===== src/rtl/bus_arbiter_pkg.sv =====
// Shared types for the two-master bus arbiter: grant encoding, lock FSM
// states and a width helper for the saturating counters.
package bus_arbiter_pkg;

  typedef enum logic [1:0] {
    GNT_NONE = 2'b00,
    GNT_M0   = 2'b01,
    GNT_M1   = 2'b10
  } gnt_t;

  typedef enum logic [1:0] {
    LOCK_UNLOCKED = 2'b00,
    LOCK_LOCKED   = 2'b01,
    LOCK_YIELD    = 2'b10
  } lock_state_t;

  // Bits needed to hold every value 0..limit (at least one bit).
  function automatic int cnt_width(input int limit);
    return (limit < 1) ? 1 : $clog2(limit + 1);
  endfunction

endpackage


===== src/rtl/arb_sat_counter.sv =====
// Saturating up-counter with synchronous clear (clear wins over increment)
// and a flag that is high while the count sits at LIMIT.
module arb_sat_counter
  import bus_arbiter_pkg::*;
#(
  parameter int LIMIT = 4,
  parameter int W     = cnt_width(LIMIT)
) (
  input  logic         clk,
  input  logic         rst,
  input  logic         clr,
  input  logic         inc,
  output logic [W-1:0] cnt,
  output logic         at_limit
);

  localparam logic [W-1:0] LIMIT_V = W'(LIMIT);

  logic [W-1:0] cnt_reg;
  logic [W-1:0] cnt_next;

  // Next count: clear has priority; increments stop at LIMIT.
  always_comb begin
    cnt_next = cnt_reg;
    if (clr) begin
      cnt_next = '0;
    end else if (inc && (cnt_reg != LIMIT_V)) begin
      cnt_next = cnt_reg + 1'b1;
    end
  end

  // Count register with asynchronous reset.
  always_ff @(posedge clk or posedge rst) begin
    if (rst) begin
      cnt_reg <= '0;
    end else begin
      cnt_reg <= cnt_next;
    end
  end

  assign cnt      = cnt_reg;
  assign at_limit = (cnt_reg == LIMIT_V);

endmodule


===== src/rtl/bus_arbiter.sv =====
// Two-master arbiter in front of the Bridge bus. The CPU (m0) wins by
// default; the DMA engine (m1) is forced in after STARVE_LIMIT denied cycles
// and may hold the bus for up to MAX_BURST locked beats, after which it
// yields for exactly one cycle so a waiting CPU can get through.
module bus_arbiter
  import bus_arbiter_pkg::*;
#(
  parameter int ADDR_W       = 32,
  parameter int DATA_W       = 32,
  parameter int STARVE_LIMIT = 4,
  parameter int MAX_BURST    = 8
) (
  input  logic              clk,
  input  logic              rst,
  input  logic              m0_req,
  input  logic [ADDR_W-1:0] m0_addr,
  input  logic              m0_wen,
  input  logic [DATA_W-1:0] m0_wdata,
  output logic [DATA_W-1:0] m0_rdata,
  output logic              m0_stall,
  input  logic              m1_req,
  input  logic              m1_lock,
  input  logic [ADDR_W-1:0] m1_addr,
  input  logic              m1_wen,
  input  logic [DATA_W-1:0] m1_wdata,
  output logic [DATA_W-1:0] m1_rdata,
  output logic              m1_ack,
  output logic [ADDR_W-1:0] bus_addr,
  output logic              bus_wen,
  output logic [DATA_W-1:0] bus_wdata,
  input  logic [DATA_W-1:0] bus_rdata
);

  localparam int WAIT_W  = cnt_width(STARVE_LIMIT);
  localparam int BURST_W = cnt_width(MAX_BURST);
  // Count value of the beat that completes a full burst once it is granted.
  localparam logic [BURST_W-1:0] BURST_LAST = BURST_W'(MAX_BURST - 1);

  gnt_t        gnt;
  lock_state_t state_reg;
  lock_state_t state_next;

  logic               force_m1;
  logic               lock_active;
  logic               yield;
  logic               m1_win;
  logic               wait_clr;
  logic               wait_at_limit;
  logic [WAIT_W-1:0]  wait_cnt;
  logic               burst_clr;
  logic               burst_inc;
  logic               burst_at_limit;
  logic [BURST_W-1:0] burst_cnt;
  logic               unused_cnt_bits;

  assign lock_active = (state_reg == LOCK_LOCKED);
  assign yield       = (state_reg == LOCK_YIELD);
  assign force_m1    = (wait_at_limit || lock_active) && !yield;
  assign m1_win      = (gnt == GNT_M1);

  // Grant decision; nothing is granted while reset is asserted.
  always_comb begin
    gnt = GNT_NONE;
    if (!rst) begin
      if (m1_req && (!m0_req || force_m1)) begin
        gnt = GNT_M1;
      end else if (m0_req) begin
        gnt = GNT_M0;
      end
    end
  end

  // Route the granted master onto the bus and return read data only to it.
  always_comb begin
    bus_addr  = '0;
    bus_wen   = 1'b0;
    bus_wdata = '0;
    m0_rdata  = '0;
    m1_rdata  = '0;
    case (gnt)
      GNT_M0: begin
        bus_addr  = m0_addr;
        bus_wen   = m0_wen;
        bus_wdata = m0_wdata;
        m0_rdata  = bus_rdata;
      end
      GNT_M1: begin
        bus_addr  = m1_addr;
        bus_wen   = m1_wen;
        bus_wdata = m1_wdata;
        m1_rdata  = bus_rdata;
      end
      default: begin
      end
    endcase
  end

  assign m0_stall = m0_req && !rst && (gnt != GNT_M0);
  assign m1_ack   = m1_win;

  // Starvation counter: counts cycles m1 is requesting but denied.
  assign wait_clr = !m1_req || m1_win;

  arb_sat_counter #(
    .LIMIT (STARVE_LIMIT),
    .W     (WAIT_W)
  ) u_wait_cnt (
    .clk      (clk),
    .rst      (rst),
    .clr      (wait_clr),
    .inc      (!wait_clr),
    .cnt      (wait_cnt),
    .at_limit (wait_at_limit)
  );

  // Burst counter: number of locked m1 beats in the current burst.
  arb_sat_counter #(
    .LIMIT (MAX_BURST),
    .W     (BURST_W)
  ) u_burst_cnt (
    .clk      (clk),
    .rst      (rst),
    .clr      (burst_clr),
    .inc      (burst_inc),
    .cnt      (burst_cnt),
    .at_limit (burst_at_limit)
  );

  // Only the flag of the wait counter and the value of the burst counter
  // drive decisions; the remaining outputs are deliberately sunk here.
  assign unused_cnt_bits = ^{wait_cnt, burst_at_limit};

  // Lock FSM next state and burst counter control. A locked beat that makes
  // the burst MAX_BURST long moves straight to the one-cycle yield.
  always_comb begin
    state_next = state_reg;
    burst_clr  = 1'b0;
    burst_inc  = 1'b0;
    case (state_reg)
      LOCK_UNLOCKED: begin
        if (m1_win && m1_lock) begin
          burst_inc  = 1'b1;
          state_next = (burst_cnt == BURST_LAST) ? LOCK_YIELD : LOCK_LOCKED;
        end
      end
      LOCK_LOCKED: begin
        if (!m1_req) begin
          state_next = LOCK_UNLOCKED;
          burst_clr  = 1'b1;
        end else if (m1_win && m1_lock) begin
          burst_inc = 1'b1;
          if (burst_cnt == BURST_LAST) begin
            state_next = LOCK_YIELD;
          end
        end else if (m1_win) begin
          state_next = LOCK_UNLOCKED;
          burst_clr  = 1'b1;
        end
      end
      LOCK_YIELD: begin
        state_next = LOCK_UNLOCKED;
        burst_clr  = 1'b1;
      end
      default: begin
        state_next = LOCK_UNLOCKED;
        burst_clr  = 1'b1;
      end
    endcase
  end

  // Lock state register; reset drops any lock in progress.
  always_ff @(posedge clk or posedge rst) begin
    if (rst) begin
      state_reg <= LOCK_UNLOCKED;
    end else begin
      state_reg <= state_next;
    end
  end

endmodule


===== config.mk =====
export PLATFORM = sky130hd
export DESIGN_NAME = bus_arbiter
export DESIGN_NICKNAME = d
export VERILOG_FILES = /design/src/rtl/bus_arbiter_pkg.sv /design/src/rtl/arb_sat_counter.sv /design/src/rtl/bus_arbiter.sv
export SDC_FILE = /design/constraint.sdc
export NUM_CORES = 1
export LEC_CHECK = 0
export CAP_MARGIN = 20
export CELL_PAD_IN_SITES_DETAIL_PLACEMENT = 0
export CELL_PAD_IN_SITES_GLOBAL_PLACEMENT = 1
export CORE_UTILIZATION = 13
export CTS_BUF_LIST = sky130_fd_sc_hd__clkbuf_4 sky130_fd_sc_hd__clkbuf_8 sky130_fd_sc_hd__clkbuf_16
export DETAILED_ROUTE_END_ITERATION = 12
export GPL_ROUTABILITY_DRIVEN = 0
export PLACE_DENSITY = 0.88
export SYNTH_ARGS = -nofsm -noshare
export SYNTH_HDL_FRONTEND = slang
export SYNTH_SLANG_ARGS = --single-unit

===== constraint.sdc =====
create_clock -name clk -period 3.7 [get_ports clk]
set_input_delay 0.925 -clock clk [delete_from_list [all_inputs] [get_ports clk]]
set_output_delay 0.925 -clock clk [all_outputs]
set_load 0.02 [all_outputs]

==> flow_metrics.py <==
metrics = {
    "outcome": {
        "run_status": "finished clean",
    },
    "global_routing": {
        "globalRouteMet1Util_pct": 15.7,
        "groute.layer.met3.usage_pct": 2.70,
        "antenna_found_initial": 0,
        "grt_pass1_vias": 3189,
        "grt_start_max_net_pins": 55,
        "grt_usage_pct": 13.4,
        "gr-usage-met2_pct": 24.8,
        "busiest_layer": "met2",
        "grt_first_pass_wirelength_um": 15900,
        "globalRouteOverflowTotal": 0,
    },
    "timing": {
        "worst_slew_pin_slew_ps": 551,
        "final_hold_viol_count": 0,
        "finalSetupViolations": 0,
        "finalCriticalPeriod_ps": 3600,
        "whs_ps": 581,
        "max_slew_margin_pct": 62.9,
        "slew_viol_final": 0,
        "timing.final.crit_share_pct": 97.4,
        "timing.fmax_mhz": 278,
        "setup_repair_after_global_routing_missed_its_margin": "yes",
        "fin_skew_ps": 1.78,
    },
    "worst_hold_path": {
        "holdCritPathClass": "reg -> reg",
        "hold_path_startpoint": "u_wait_cnt.cnt[1]",
        "timing.hold.worst_path_depth": 2,
        "holdPathEnd": "u_wait_cnt.cnt[1]",
    },
    "power": {
        "p_per_area_nw_per_um2": 222,
        "peakVddDrop_mv": 0.118,
        "leakage_nw": 2.10,
    },
    "cells_and_area": {
        "max_reg_flops": 4,
        "layout.cells.non_filler": 755,
        "postLayoutCoreUtil_pct": 33.4,
        "ant_diodes": 0,
        "nets": 749,
        "post_route_cells_drive_above_1_share_pct": 24.9,
        "syn_to_final_growth_pct": 148,
    },
    "clock_network": {
        "clock_sinks": 9,
        "cts.hold.buffers_added": 0,
        "cts_tree": "yes",
        "cts-root-to-sink-buffers": 2,
        "clock_latency_ps": 240,
        "cts_setup_buffers": 0,
        "cts_buffers": 3,
        "clk_pin_slew_worst_paths_ps": 40,
        "htree_num_levels": 1,
        "root_buffer": "clkbuf_16",
    },
    "logic_synthesis": {
        "synth_warnings": 0,
        "netlist_area_um2": 1890,
        "postSynthRegisterBits": 9,
        "synth_sequential_area_ratio_pct": 11.9,
        "synth.net_count": 464,
        "synthesis.area_per_instance_um2": 6.48,
        "netlist-cell-type-count": 31,
        "synth_cells": 291,
    },
    "route": {
        "firstDrtPassIters": 4,
        "final_antenna_net_count": 0,
        "routed_wirelength_um": 11800,
        "drt_first_iter_violations": 133,
        "wl_per_cell_um": 15.6,
        "drc_errors": 0,
        "count_of_vias_placed_by_the_detailed_router": 3297,
        "drt_via_density": 4.37,
    },
    "worst_setup_path": {
        "crit_type": "in -> out",
        "reg2regPathDepth": 12,
        "worst_r2r_startpoint": "u_wait_cnt.cnt[0]",
        "type_of_element_capturing_the_critical_path": "primary output",
        "start_kind": "primary input",
        "peak_per_stage_delay_on_the_critical_path_ps": 480,
        "worst_path_dominant_cell_family": "buffers and inverters",
        "worstPathCellList": "clkdlybuf4s50_1 > inv_1 > a211oi_2 > buf_4 > ha_4 > clkbuf_16 > and2_1 > clkdlybuf4s15_1",
        "highest_fanout_seen_on_the_critical_path": 22,
        "worst-path-buf-inv": 5,
        "reg2reg_setup_slack_ps": 910,
        "crit_slowest_cell": "clkdlybuf4s50_1",
        "worstReg2RegEnd": "u_burst_cnt.cnt[2]",
        "worstPathRequired_ps": 2770,
        "critPathArrivalTime_ps": 2680,
    },
    "floorplan": {
        "coreArea_um2": 14000,
        "fp.dieW_um": 122,
        "initial_core_util_pct": 13.5,
        "floorplan.die.height_um": 122,
        "dieArea_um2": 15000,
        "fp-row-count": 43,
        "ioPinCount": 298,
    },
    "placed_design": {
        "dpl.hpwl_um": 9280,
        "cells_after_dpl": 749,
        "portBuffers": 297,
    },
    "run": {
        "timing.max_cap.violations": 0,
    },
}
## worst max-delay path by stage
stage	end	depth (start not counted)	startpoint	slack, ps
2_1_floorplan	bus_wdata[13]	9	rst	210
5_1_grt	bus_addr[1]	9	m1_req	-40
3_5_place_dp	bus_wdata[10]	9	m1_req	-350
4_1_cts	bus_wdata[25]	9	m1_req	1
3_3_place_gp	bus_addr[6]	9	m1_req	-290
6_report	m1_rdata[31]	8	m1_req	100
## what timing repair did
| action | in CTS | in global routing |
|---|---|---|
| gates cloned | 0 | 2 |
| gates resized for setup | 262 | 172 |
| setup endpoints to repair | 129 | 127 |
## placed cells by master, fill, tap and decap left out, types with 5 or more instances in the layout
cell / count
clkdlybuf4s15_1: 8
a22oi_1: 65
inv_1: 6
nand3_1: 5
buf_2: 58
dfrtp_1: 9
nor2_1: 69
and2_1: 64
clkbuf_2: 58
clkdlybuf4s50_1: 166
buf_4: 7
buf_12: 6
clkbuf_16: 5
## power breakdown
| part | internal [mW] | switching (mW) |
|---|---|---|
| logic | 0.346 | 0.354 |
| registers | 0.117 | 0.0190 |
| clock network | 0.151 | 0.0484 |
## synth_stat cells
library cell   n  area (um^2)
nor2_1        69          259
a22oi_1       65          488
and2_1        64          400
clkbuf_1      18         67.6
dfrtp_1        9          225
buf_2          8         40.0
ha_1           6         75.1
inv_1          6         22.5
nand3_1        5         25.0
nand2_1        4         15.0
o21ai_0        4         20.0
a211oi_1       3         22.5
a21oi_1        3         15.0
buf_4          3         22.5
nor3_1         3         15.0
a31oi_1        2         12.5
and3b_1        2         17.5
nand2b_1       2         12.5
nand3b_1       2         15.0
nor2b_1        2         12.5
a211o_1        1         8.76
a211oi_2       1         12.5
a21boi_0       1         7.51
a21o_1         1         7.51
and3_1         1         6.26
buf_6          1         11.3
nand3b_4       1         20.0
nor4_1         1         6.26
o21a_1         1         7.51
or3_1          1         6.26
xnor2_1        1         8.76
## metrics by stage
step	worst slack [ps]	area [um^2]	total power, mW	setup TNS (ps)
6_report	96.9	4670	1.04	0
5_1_grt	-38.9	4670	1.11	-113
4_1_cts	1.38	5170	1.06	0
3_5_place_dp	-346	5110	0.897	-33220
3_3_place_gp	-289	5110	0.878	-26270
2_1_floorplan	213	1890	0.469	0
## worst min-delay path, delay by kind of cell (launching register included)
family | cells | cell delay, ps
DFF | 1 | 390
AOI/OAI and AO/OA | 1 | 60
and+or+nand+nor | 1 | 90
## routing by layer
layer	vias to the layer above	wire length [um]
li1	1585	-
met1	1517	4500
met2	184	6050
met3	11	1040
met4	0	189
met5	-	0
## kinds of logic (layout without fill, tap and decap cells)
family	count (synthesis)	in the layout	share of synthesized area, %
AOI/OAI and AO/OA	82	82	31.9
xor gates and xnor gates	1	1	0.465
adders and majority gates	6	6	3.98
buffers and inverters	36	320	8.69
DFF	9	9	11.9
and+or+nand+nor	157	157	43.0
## layout make-up
cell class / instances / area, um^2
fillers: 1528 / 9320
repair buffers: 310 / 2600
multi-input cells: 246 / 1520
flip-flops and latches: 9 / 225
well taps: 180 / 225
clock buffers: 4 / 82.6
inverters: 6 / 22.5
(Power assumes the default switching activity.)
